===== src/rtl/iodelay_tap_loader.sv =====
// IDELAYE2 VAR_LOAD tap programmer: default init after IDELAYCTRL RDY, then on request.
// Optional macro IODELAY_TAP_READBACK_EN adds a CNTVALUEOUT readback check per load.
module iodelay_tap_loader #(
    parameter int num_lanes_p     = 5,
    parameter int tap_width_p     = 5,
    parameter int default_tap_p   = 0,
    parameter int settle_cycles_p = 4,
    localparam int lg_lanes_lp    = (num_lanes_p > 1) ? $clog2(num_lanes_p) : 1
) (
    input  logic                               clk_i,
    input  logic                               reset_n_i,
    input  logic                               rdy_i,
    input  logic                               req_v_i,
    output logic                               req_ready_o,
    input  logic [lg_lanes_lp-1:0]             req_lane_i,
    input  logic [tap_width_p-1:0]             req_tap_i,
    output logic [num_lanes_p-1:0]             ld_o,
    output logic [tap_width_p-1:0]             cntvaluein_o,
    input  logic [num_lanes_p*tap_width_p-1:0] cntvalueout_i,
    output logic                               done_v_o,
    output logic [tap_width_p-1:0]             done_tap_o,
    output logic                               done_err_o,
    output logic                               delay_ready_o
);

    typedef enum logic [2:0] {
        WAIT_RDY,
        INIT,
        INIT_SETTLE,
        IDLE,
        LOAD,
        SETTLE,
`ifdef IODELAY_TAP_READBACK_EN
        CHECK,
`endif
        RESP
    } state_e;

    localparam logic [lg_lanes_lp:0] lanes_lp = (lg_lanes_lp+1)'(num_lanes_p);
    localparam logic [lg_lanes_lp-1:0] last_lane_lp = lg_lanes_lp'(num_lanes_p - 1);
    localparam logic [3:0] settle_last_lp = 4'(settle_cycles_p - 1);
    localparam logic [tap_width_p-1:0] default_tap_lp = tap_width_p'(default_tap_p);

    (* ASYNC_REG = "TRUE" *) logic rdy_meta;
    (* ASYNC_REG = "TRUE" *) logic rdy_s;

    state_e                   state_q, state_d;
    logic [lg_lanes_lp-1:0]   lane_q;
    logic [tap_width_p-1:0]   tap_q;
    logic [3:0]               cnt_q;
    logic [tap_width_p-1:0]   cntval_q;
    logic [tap_width_p-1:0]   done_tap_q;
    logic                     done_err_q;
    logic                     delay_ready_q;

    logic settle_done;
    logic lane_ok;
    logic req_lane_ok;
    logic ld_en;

    assign settle_done = (cnt_q == settle_last_lp);
    assign lane_ok     = ({1'b0, lane_q} < lanes_lp);
    assign req_lane_ok = ({1'b0, req_lane_i} < lanes_lp);

`ifdef IODELAY_TAP_READBACK_EN
    logic [tap_width_p-1:0] rb_tap;
    always_comb begin
        rb_tap = '0;
        for (int i = 0; i < num_lanes_p; i++) begin
            if (lane_q == lg_lanes_lp'(i)) begin
                rb_tap = cntvalueout_i[i*tap_width_p +: tap_width_p];
            end
        end
    end
`else
    logic unused_cntvalueout;
    assign unused_cntvalueout = ^cntvalueout_i;
`endif

    always_ff @(posedge clk_i) begin
        if (!reset_n_i) begin
            rdy_meta <= 1'b0;
            rdy_s    <= 1'b0;
        end else begin
            rdy_meta <= rdy_i;
            rdy_s    <= rdy_meta;
        end
    end

    always_ff @(posedge clk_i) begin
        if (!reset_n_i) begin
            state_q <= WAIT_RDY;
        end else begin
            state_q <= state_d;
        end
    end

    // Loss of RDY pre-empts every state, dropping any in-flight request.
    always_comb begin
        state_d = state_q;
        if (!rdy_s && state_q != WAIT_RDY) begin
            state_d = WAIT_RDY;
        end else begin
            unique case (state_q)
                WAIT_RDY:    if (rdy_s) state_d = INIT;
                INIT:        state_d = INIT_SETTLE;
                INIT_SETTLE: begin
                    if (settle_done) begin
                        state_d = (lane_q == last_lane_lp) ? IDLE : INIT;
                    end
                end
                IDLE:        if (req_v_i) state_d = LOAD;
                LOAD:        state_d = lane_ok ? SETTLE : RESP;
                SETTLE: begin
`ifdef IODELAY_TAP_READBACK_EN
                    if (settle_done) state_d = CHECK;
`else
                    if (settle_done) state_d = RESP;
`endif
                end
`ifdef IODELAY_TAP_READBACK_EN
                CHECK:       state_d = RESP;
`endif
                RESP:        state_d = IDLE;
                default:     state_d = WAIT_RDY;
            endcase
        end
    end

    always_ff @(posedge clk_i) begin
        if (!reset_n_i) begin
            lane_q        <= '0;
            tap_q         <= '0;
            cnt_q         <= '0;
            cntval_q      <= '0;
            done_tap_q    <= '0;
            done_err_q    <= 1'b0;
            delay_ready_q <= 1'b0;
        end else begin
            if ((state_q == INIT_SETTLE || state_q == SETTLE) && !settle_done) begin
                cnt_q <= cnt_q + 4'd1;
            end else begin
                cnt_q <= '0;
            end

            if (state_q == WAIT_RDY) begin
                lane_q <= '0;
            end else if (state_q == INIT_SETTLE && settle_done) begin
                lane_q <= lane_q + 1'b1;
            end else if (state_q == IDLE && req_v_i) begin
                lane_q <= req_lane_i;
                tap_q  <= req_tap_i;
            end

            // CNTVALUEIN is set one cycle ahead so it is stable with LD.
            if (state_d == INIT) begin
                cntval_q <= default_tap_lp;
            end else if (state_q == IDLE && req_v_i && req_lane_ok) begin
                cntval_q <= req_tap_i;
            end

            if (state_q == LOAD) begin
                done_tap_q <= tap_q;
                done_err_q <= !lane_ok;
            end
`ifdef IODELAY_TAP_READBACK_EN
            if (state_q == CHECK) begin
                done_tap_q <= rb_tap;
                done_err_q <= (rb_tap != tap_q);
            end
`endif

            delay_ready_q <= (state_d != WAIT_RDY) && (state_d != INIT) &&
                             (state_d != INIT_SETTLE);
        end
    end

    always_comb begin
        req_ready_o = (state_q == IDLE);
        done_v_o    = (state_q == RESP);
        ld_en       = (state_q == INIT) || (state_q == LOAD && lane_ok);
        ld_o        = '0;
        for (int i = 0; i < num_lanes_p; i++) begin
            ld_o[i] = ld_en && (lane_q == lg_lanes_lp'(i));
        end
    end

    assign cntvaluein_o  = cntval_q;
    assign done_tap_o    = done_tap_q;
    assign done_err_o    = done_err_q;
    assign delay_ready_o = delay_ready_q;

endmodule


===== config.mk =====
export PLATFORM = sky130hd
export DESIGN_NAME = iodelay_tap_loader
export DESIGN_NICKNAME = d
export VERILOG_FILES = /design/src/rtl/iodelay_tap_loader.sv
export SDC_FILE = /design/constraint.sdc
export NUM_CORES = 1
export LEC_CHECK = 0
export ABC_AREA = 1
export ABC_CLOCK_PERIOD_IN_PS = 1900
export BUFFER_PORTS_ARGS = -buffer_cell sky130_fd_sc_hd__buf_2
export CORE_ASPECT_RATIO = 0.9
export CORE_MARGIN = 3
export CORE_UTILIZATION = 47
export CTS_BUF_LIST = sky130_fd_sc_hd__clkbuf_8 sky130_fd_sc_hd__clkbuf_16
export DETAILED_ROUTE_END_ITERATION = 10
export PLACE_DENSITY = 0.85
export SKIP_CTS_REPAIR_TIMING = 1
export SLEW_MARGIN = 25
export SYNTH_ARGS = -nofsm -noshare
export SYNTH_HDL_FRONTEND = slang
export SYNTH_SLANG_ARGS = --single-unit

===== constraint.sdc =====
create_clock -name clk_i -period 1.9 [get_ports clk_i]
set_input_delay 0.095 -clock clk_i [delete_from_list [all_inputs] [get_ports clk_i]]
set_output_delay 0.095 -clock clk_i [all_outputs]
set_load 0.005 [all_outputs]

# [Word-level counts from Yosys, hierarchy flattened]
# Cells that the tools add are included.
[word_totals] inputBits=37 memories=0 reg_bits=29 ramBits=0 latch_bits=0 mem_bits_ro=0
[op_classes] n_eq_ne=14 n_lt_le_gt_ge=2 addsub=2 n_bitwise=3 n_div=0 reduce_logical=27 multipliers=0 mux=10 shift=0
[op_table] cell="3-bit 2-to-1 mux" n=7
[op_table] cell="3-bit case mux with 7 select lines" n=1
[op_table] cell="1-bit logical AND" n=13
[op_table] cell="3-bit by 2-bit == test with 1-bit output (second input constant)" n=4
[op_table] cell="3-bit == test (second input constant)" n=4
[op_table] cell="3-bit by 1-bit == test with 1-bit output (second input constant)" n=3
[op_table] cell="3-bit zero test" n=2
[op_table] cell="3-bit < comparator (second input constant)" n=2
[op_table] cell="3-bit nonzero test" n=2
[op_table] cell="4-bit by 1-bit adder with 4-bit output (second input constant)" n=1
[op_table] cell="4-bit by 2-bit == test with 1-bit output (second input constant)" n=1
[op_table] cell="2-bit 2-to-1 mux" n=2
[op_table] cell="2-bit OR reduction" n=2
[op_table] cell="3-bit by 1-bit adder with 3-bit output (second input constant)" n=1
[op_table] cell="1-bit zero test" n=3
[op_table] cell="3-bit by 1-bit inequality test with 1-bit output (second input constant)" n=1
[op_table] cell="3-bit by 2-bit inequality test with 1-bit output (second input constant)" n=1
[op_table] cell="1-bit NOT" n=3
[op_table] cell="3-bit AND reduction" n=1
[op_table] cell="1-bit logical OR" n=2
[op_table] cell="2-bit AND reduction" n=1
[op_table] cell="2-bit nonzero test" n=1

# [Longest topological paths before layout]
# Gate-level depths: netlist of the first run.
[depth] ltp_word=8 depth_mapped=10 depth_no_buf=10

# [Worst setup path before layout of the first run]
# No wires, ideal clock.
[synth_path] kind="reg2reg" start="reg lane_q[0]" end="reg cntval_q[0], in the netlist cntvaluein_o[0]" t_arrival_ns=1.176 slack_ns=0.611 path_buffers=0 synth_period_minus_slack_ns=1.289 setup_time_ns=0.112 stages_incl_launch_ff=11 t_required_ns=1.788 path_cell_list="dfxtp_1 > inv_1 > ha_1 > nand2_1 > nand2_1 > nand2_1 > inv_1 > nor2_1 > nand3_1 > nand2_2 > nor2_1"
[synth_between] elab_chain_cells=7 elab_cells_between_ends=9 cone_classes="1 x order compare; 2 x eq/ne; 5 x mux; 1 x reduce/logical"
[synth_rtl] item="from (decl)" line="48" text="logic [lg_lanes_lp-1:0] lane_q;"
[synth_rtl] item="from (signal assigned)" line="149" text="lane_q <= lane_q + 1'b1;"
[synth_rtl] item="from (signal assigned)" line="151" text="lane_q <= req_lane_i;"
[synth_rtl] item="parallel branches: the longest is 3 deep, another holds 3-bit < comparator"
[synth_rtl] item="3-bit case mux with 7 select lines *" line="104" text="unique case (state_q)"
[synth_rtl] item="3-bit 2-to-1 mux *" line="101" text="if (!rdy_s && state_q != WAIT_RDY) begin"
[synth_rtl] item="3-bit by 1-bit == test with 1-bit output *" line="156" text="if (state_d == INIT) begin"
[synth_rtl] item="2-bit OR reduction (no source line) *"
[synth_rtl] item="to (signal assigned)" line="157" text="cntval_q <= default_tap_lp;"
[synth_rtl] item="to (signal assigned)" line="159" text="cntval_q <= req_tap_i;"
[synth_rtl] item="to (decl)" line="51" text="logic [tap_width_p-1:0] cntval_q;"
# Every way passes the cells marked *.
# A chain may end at the register's enable or synchronous reset.

# [Final worst setup path of the first run]
[layout_path] start="reg state_q[0]" end="out ld_o[1]"
[layout_between] elab_chain_cells=4 elab_cells_between_ends=5 cone_classes="2 x eq/ne; 3 x reduce/logical"
[layout_rtl] item="from (decl)" line="47" text="state_e state_q, state_d;"
[layout_rtl] item="from (signal assigned)" line="94" text="state_q <= state_d;"
[layout_rtl] item="3-bit == test" line="181" text="ld_en = (state_q == INIT) || (state_q == LOAD && lane_ok);"
[layout_rtl] item="1-bit logical AND" line="181"
[layout_rtl] item="1-bit logical OR *" line="181"
[layout_rtl] item="1-bit logical AND *" line="184" text="ld_o[i] = ld_en && (lane_q == lg_lanes_lp'(i));"
[layout_rtl] item="to (decl)" line="17" text="output logic [num_lanes_p-1:0] ld_o,"
# Mark *: on every way between the ends. The rest lies on a longest branch, timed or not.

==> results.py, run 1 <==
metrics = {
    "sta": {
        "finalSetupViolCount": 0,
        "clock.fmax_ghz": 0.658,
        "grt_setup_unrepaired": "no",
        "hold_viol": 1,
        "finalClockSkew_ns": 0.00533,
        "worst_pin_slew_ns": 0.244,
        "finalCritPeriodShare_pct": 79.9,
        "maxSlewViolCount": 0,
        "slew_headroom_pct": 83.5,
        "finalCriticalPeriod_ns": 1.52,
        "setup_tns_ns": 0,
        "holdWs_ns": -0.0000530,
    },
    "place": {
        "place_inst": 273,
        "gp_congestion": 0.811,
        "dp_hpwl_um": 2120,
        "io_buffers": 30,
    },
    "synthesis": {
        "synth.distinct_cells": 20,
        "postSynthNetCount": 247,
        "synth_seq_cells": 29,
        "synth_area_per_cell_um2": 6.87,
        "synth-warning-count": 0,
        "netlist_area_mm2": 0.00140,
        "synth.yosys.seq_area_share_pct": 41.4,
        "netlist_instances": 204,
    },
    "clocking": {
        "clkTransAtPathRegs_ns": 0.07,
        "clock_path_buffers": 2,
        "clock-sinks": 29,
        "htree_levels": 2,
        "cts_root_buf": "clkbuf_8",
        "numCtsBuffers": 5,
        "cts_tree": "yes",
        "worstSkewPairLatency_ns": 0.28,
    },
    "global_routing": {
        "antenna_found_initial": 0,
        "grt_pass1_vias": 1151,
        "track_usage_pct": 16.7,
        "grt_start_max_net_pins": 16,
        "grt_pass1_wl_um": 4870,
        "grt-ovfl-total": 0,
    },
    "detailed_routing": {
        "drc_errors": 0,
        "drt_pre_antenna_iters": 4,
        "vias_per_cell": 4.54,
        "initialDrtViolationCount": 43,
        "wirelength_um": 2770,
        "antenna_left": 0,
        "vias": 1277,
        "wl_per_cell_um": 9.87,
    },
    "min_path": {
        "min_path_type": "in -> reg",
    },
    "floorplanning": {
        "io_pins": 56,
        "die_height_um": 57.8,
        "die-area_mm2": 0.00367,
        "start_util_pct": 50.2,
        "row_count": 18,
        "design.core.area_mm2": 0.00279,
        "die_x_um": 63.6,
    },
    "setup_path": {
        "critPathCaptureType": "primary output",
        "critPathKind": "reg -> out",
        "cp.arrival_ns": 1.42,
        "crit_fanout": 9,
        "crit_required_ns": 1.80,
        "start_kind": "register",
    },
    "status": {
        "outcome": "finished with violations",
        "violations": "negative hold slack",
    },
    "job": {
        "max_cap_violations": 0,
    },
    "layout": {
        "fin_cells": 281,
        "num-fill-cells": 272,
        "fin_nets": 283,
        "synthToLayoutAreaGrowth_pct": 21.3,
        "antennaDiodeCount": 0,
        "drive_gt1_share_pct": 21.2,
    },
    "power_and_ir_drop": {
        "p_per_area_mw_per_mm2": 775,
        "power_mw": 1.32,
        "ir_worst_vdd_mv": 0.587,
        "leakage_nw": 0.826,
    },
}
where the power goes:
part           internal, mW  switching [mW]  total (mW)
logic                0.0216          0.0356      0.0572
clock network         0.392           0.253       0.645
registers             0.612         0.00400       0.616
synthesized netlist by cell type:
master | count | area, um2
nand2_2 | 2 | 12.5
inv_2 | 2 | 7.51
nor2_1 | 43 | 161
buf_12 | 1 | 20.0
xor2_1 | 1 | 8.76
o21ai_0 | 11 | 55.1
nand2_1 | 50 | 188
a21oi_1 | 6 | 30.0
clkbuf_1 | 1 | 3.75
nand4_1 | 1 | 6.26
nand3_2 | 2 | 20.0
nand2_4 | 1 | 11.3
dfxtp_1 | 29 | 581
nand3_1 | 15 | 75.1
ha_1 | 6 | 75.1
nor2_2 | 3 | 18.8
a31oi_1 | 3 | 18.8
or2_2 | 1 | 6.26
inv_6 | 1 | 8.76
inv_1 | 25 | 93.8
flip-flops by register name (all words and copies together), names as in the netlist:
register and flops:
done_tap_o 5, cntvaluein_o 5, rdy_meta 1, rdy_s 1, done_err_o 1, cnt_q 4
lane_q 3, tap_q 5, delay_ready_o 1, state_q 3
worst paths after layout:
path                                             start                            to  slack (ns)  cells after the start
worst max-delay path             state_q[0]$_SDFF_PN0_                       ld_o[1]        0.38                      6
worst min-delay path                             rdy_i           rdy_meta$_SDFF_PN0_    -0.00005                      3
worst max register to register  lane_q[0]$_SDFFE_PP0P_  cntvaluein_o[1]$_SDFFE_PP0P_        0.39                     10
worst min register to register     rdy_meta$_SDFF_PN0_              rdy_s$_SDFF_PN0_        0.43                      2
metal layers:
| metal | global-route usage (%) | routed length (um) | up-vias |
|---|---|---|---|
| li1 | - | - | 703 |
| met1 | 22.7 | 1420 | 530 |
| met2 | 24.6 | 1140 | 42 |
| met3 | 5.81 | 207 | 2 |
| met4 | 6.46 | 10 | 0 |
| met5 | 0 | 0 | - |
area by class of cell:
type | instances | area [um2] | share of cell area, %
clock inverters | 3 | 46.3 | 2.72
inverters | 28 | 110 | 6.48
flip-flops and latches | 29 | 581 | 34.1
repair buffers | 31 | 158 | 9.27
well taps | 40 | 50.0 | 2.94
multi-input cells | 145 | 687 | 40.4
clock buffers | 5 | 68.8 | 4.05
kinds of logic (layout without fill, tap and decap cells):
group	Yosys count	count (layout)	share of synthesized area [%]
compound gates	20	20	7.41
flops	29	29	41.4
simple gates	118	118	35.6
fa+ha+maj	6	6	5.36
xor+xnor	1	1	0.625
buf+inv	30	67	9.55
worst max-delay path, stage by stage, from the launching register on:
cell and delay [ns]:
dfxtp_1 0.37, nor2_2 0.16, nand2_2 0.13, o21ai_0 0.18
inv_1 0.11, nor2_1 0.09, buf_2 0.11
layout by cell type, fill, tap and decap left out, drive strengths merged, types with 3 or more instances in the layout:
| cell type | count |
|---|---|
| inv | 28 |
| buf | 31 |
| o21ai | 11 |
| nand2 | 53 |
| ha | 6 |
| a31oi | 3 |
| clkbuf | 5 |
| nand3 | 17 |
| a21oi | 6 |
| dfxtp | 29 |
| nor2 | 46 |
stage by stage:
stage                     worst slack, ns  utilization [%]  area, um2  hold slack [ns]
after floorplan                     0.611                -       1400            0.193
after global placement              0.422             56.8       1590            0.280
after detailed placement            0.398             56.8       1590            0.290
after CTS                           0.373             60.9       1700         -0.00507
after global routing                0.218             60.9       1700         0.000707
final                               0.381             60.9       1700       -0.0000530
No activity file was read; power rests on OpenSTA's default activity.
==> run 2, diff against run 1 <==
--- a/config.mk
+++ b/config.mk
@@ -6,7 +6,7 @@
 export NUM_CORES = 1
 export LEC_CHECK = 0
 export ABC_AREA = 1
-export ABC_CLOCK_PERIOD_IN_PS = 1900
+export ABC_CLOCK_PERIOD_IN_PS = 1540
 export BUFFER_PORTS_ARGS = -buffer_cell sky130_fd_sc_hd__buf_2
 export CORE_ASPECT_RATIO = 0.9
 export CORE_MARGIN = 3
==> constraint.sdc (replaced) <==
create_clock -name clk_i -period 1.54 [get_ports clk_i]
set_input_delay 0.077 -clock clk_i [delete_from_list [all_inputs] [get_ports clk_i]]
set_output_delay 0.077 -clock clk_i [all_outputs]
set_load 0.005 [all_outputs]
==> results.py, run 2 (synthesis gave the netlist of run 1 again) <==
metrics = {
    "setup_path": {
        "crit_required_ns": 1.75,
        "critPathCaptureType": "register",
        "crit_family": "simple AND/OR/NAND/NOR gates",
        "cp_cell_sequence": "nor2_4, buf_4, nand2_1, nor2_1, nor2_2, nand3_2, nand3_1, nand2_2, nor2_1",
        "crit_fanout": 7,
        "worstRegToRegCells": 9,
        "path_buf_inv": 1,
        "cp_slowest_stage_delay_ns": 0.41,
        "start_kind": "register",
        "critPathKind": "reg -> reg",
        "cp_common_cell": "nor2_1",
        "crit_cells": 9,
        "cp.arrival_ns": 1.59,
        "crit_slowest_cell": "dfxtp_2",
    },
    "detailed_routing": {
        "initialDrtViolationCount": 50,
        "drc_errors": 0,
        "wirelength_um": 2780,
        "vias": 1341,
        "antenna_left": 0,
        "drt_pre_antenna_iters": 4,
        "wl_per_cell_um": 9.79,
        "vias_per_cell": 4.72,
    },
    "layout": {
        "layout_commonest_cell": "nand2_1",
        "final_cell_mix": "nand2_1, nor2_1, buf_2",
        "drive_gt1_share_pct": 25.0,
        "antennaDiodeCount": 0,
        "design_area_mm2": 0.00173,
        "synthToLayoutAreaGrowth_pct": 23.5,
        "fin_nets": 286,
        "final_core_util_pct": 62.0,
    },
    "job": {
        "max_cap_violations": 0,
    },
    "clocking": {
        "numCtsBuffers": 5,
        "cts_root_buf": "clkbuf_8",
        "worstSkewPairLatency_ns": 0.27,
        "clkTransAtPathRegs_ns": 0.06,
        "cts_tree": "yes",
        "clock-sinks": 29,
        "clock_path_buffers": 2,
        "htree_levels": 2,
    },
    "power_and_ir_drop": {
        "seqPwrFrac_pct": 50.4,
        "leakage_nw": 0.844,
        "p_per_area_mw_per_mm2": 874,
        "power_mw": 1.51,
        "switching_share_pct": 21.5,
        "clkPwrFrac_pct": 44.7,
        "power_switching_mw": 0.325,
        "combPwrFrac_pct": 4.9,
        "intPower_mw": 1.19,
        "ir_worst_vdd_mv": 0.654,
    },
    "place": {
        "post-place-ws_ns": 0.108,
        "dp_hpwl_um": 2090,
        "dpl_cell_area_mm2": 0.00160,
        "gp_congestion": 0.831,
        "io_buffers": 30,
    },
    "min_path": {
        "min_path_type": "in -> reg",
        "min_path_cells": 3,
    },
    "sta": {
        "finalClockSkew_ns": 0.00597,
        "holdWs_ns": -0.0182,
        "finalCriticalPeriod_ns": 1.38,
        "slew_headroom_pct": 79.7,
        "setup_ws_ns": 0.157,
        "finalCritPeriodShare_pct": 89.8,
        "setup_tns_ns": 0,
        "finalSetupViolCount": 0,
        "clock.fmax_ghz": 0.723,
        "maxSlewViolCount": 0,
        "worst_pin_slew_ns": 0.301,
        "hold_viol": 1,
    },
    "floorplanning": {
        "die-area_mm2": 0.00367,
        "die_height_um": 57.8,
        "design.core.area_mm2": 0.00279,
        "start_util_pct": 50.2,
        "io_pins": 56,
        "die_x_um": 63.6,
        "row_count": 18,
    },
    "global_routing": {
        "antenna_found_initial": 0,
        "grt_pass1_vias": 1162,
        "met3_usage_pct": 5.23,
        "grt-busiest-layer": "met2",
        "grt_start_max_net_pins": 16,
        "grt-ovfl-total": 0,
        "grt_pass1_wl_um": 4880,
        "gr-usage-met1_pct": 22.1,
        "use_met2_pct": 25.0,
        "track_usage_pct": 16.4,
    },
    "status": {
        "outcome": "finished with violations",
        "violations": "negative hold slack",
    },
}
==> run 2: changes by cell type in the layout (fill, tap and decap cells not counted), sizes merged <==
cell,change
buf,+3
clkbuf,+2
bufinv,-1
clkinvlp,-1
==> run 2: final cells by class <==
class,instances,area [um2]
fill,281,1060
multi-input combinational,145,702
sequential,29,587
timing repair buffer,34,180
inverter,28,110
clock buffer,7,96.3
tap,40,50.0
clock inverter,1,5.00
==> run 2: through the flow <==
| step | hold WS, ns | cells |
|---|---|---|
| CTS | -0.0256 | 283 |
| finish | -0.0182 | 284 |
| detailed placement | 0.263 | 275 |
| floorplan | 0.175 | 204 |
| global placement | 0.263 | 275 |
| global route | -0.00399 | 284 |
==> run 2: tightest hold or removal path, cell delays in order <==
cell,delay [ns]
buf_2,0.07
nand2_1,0.04
inv_1,0.04
==> run 2: path summary, 6_finish.rpt <==
| path | start | endpoint | slack [ns] |
|---|---|---|---|
| max | state_q[1]$_SDFF_PN0_ | cntvaluein_o[1]$_SDFFE_PP0P_ | 0.16 |
| min | rdy_i | rdy_meta$_SDFF_PN0_ | -0.02 |
| max reg2reg | state_q[1]$_SDFF_PN0_ | cntvaluein_o[1]$_SDFFE_PP0P_ | 0.16 |
| min reg2reg | rdy_meta$_SDFF_PN0_ | rdy_s$_SDFF_PN0_ | 0.41 |
==> run 2: layer usage <==
layer | wire length (um) | part of all wire, %
met1 | 1410 | 51
met2 | 1170 | 42
met3 | 172 | 6.2
met4 | 27 | 0.97
met5 | 0 | 0
==> run 2: power by group through the flow <==
stage / registers (mW) / logic [mW] / clock network (mW)
after floorplan: 0.776 / 0.0395 / 0
after global placement: 0.777 / 0.0692 / 0
after detailed placement: 0.777 / 0.0700 / 0
after CTS: 0.761 / 0.0707 / 0.694
after global routing: 0.762 / 0.0847 / 0.738
final: 0.762 / 0.0746 / 0.677
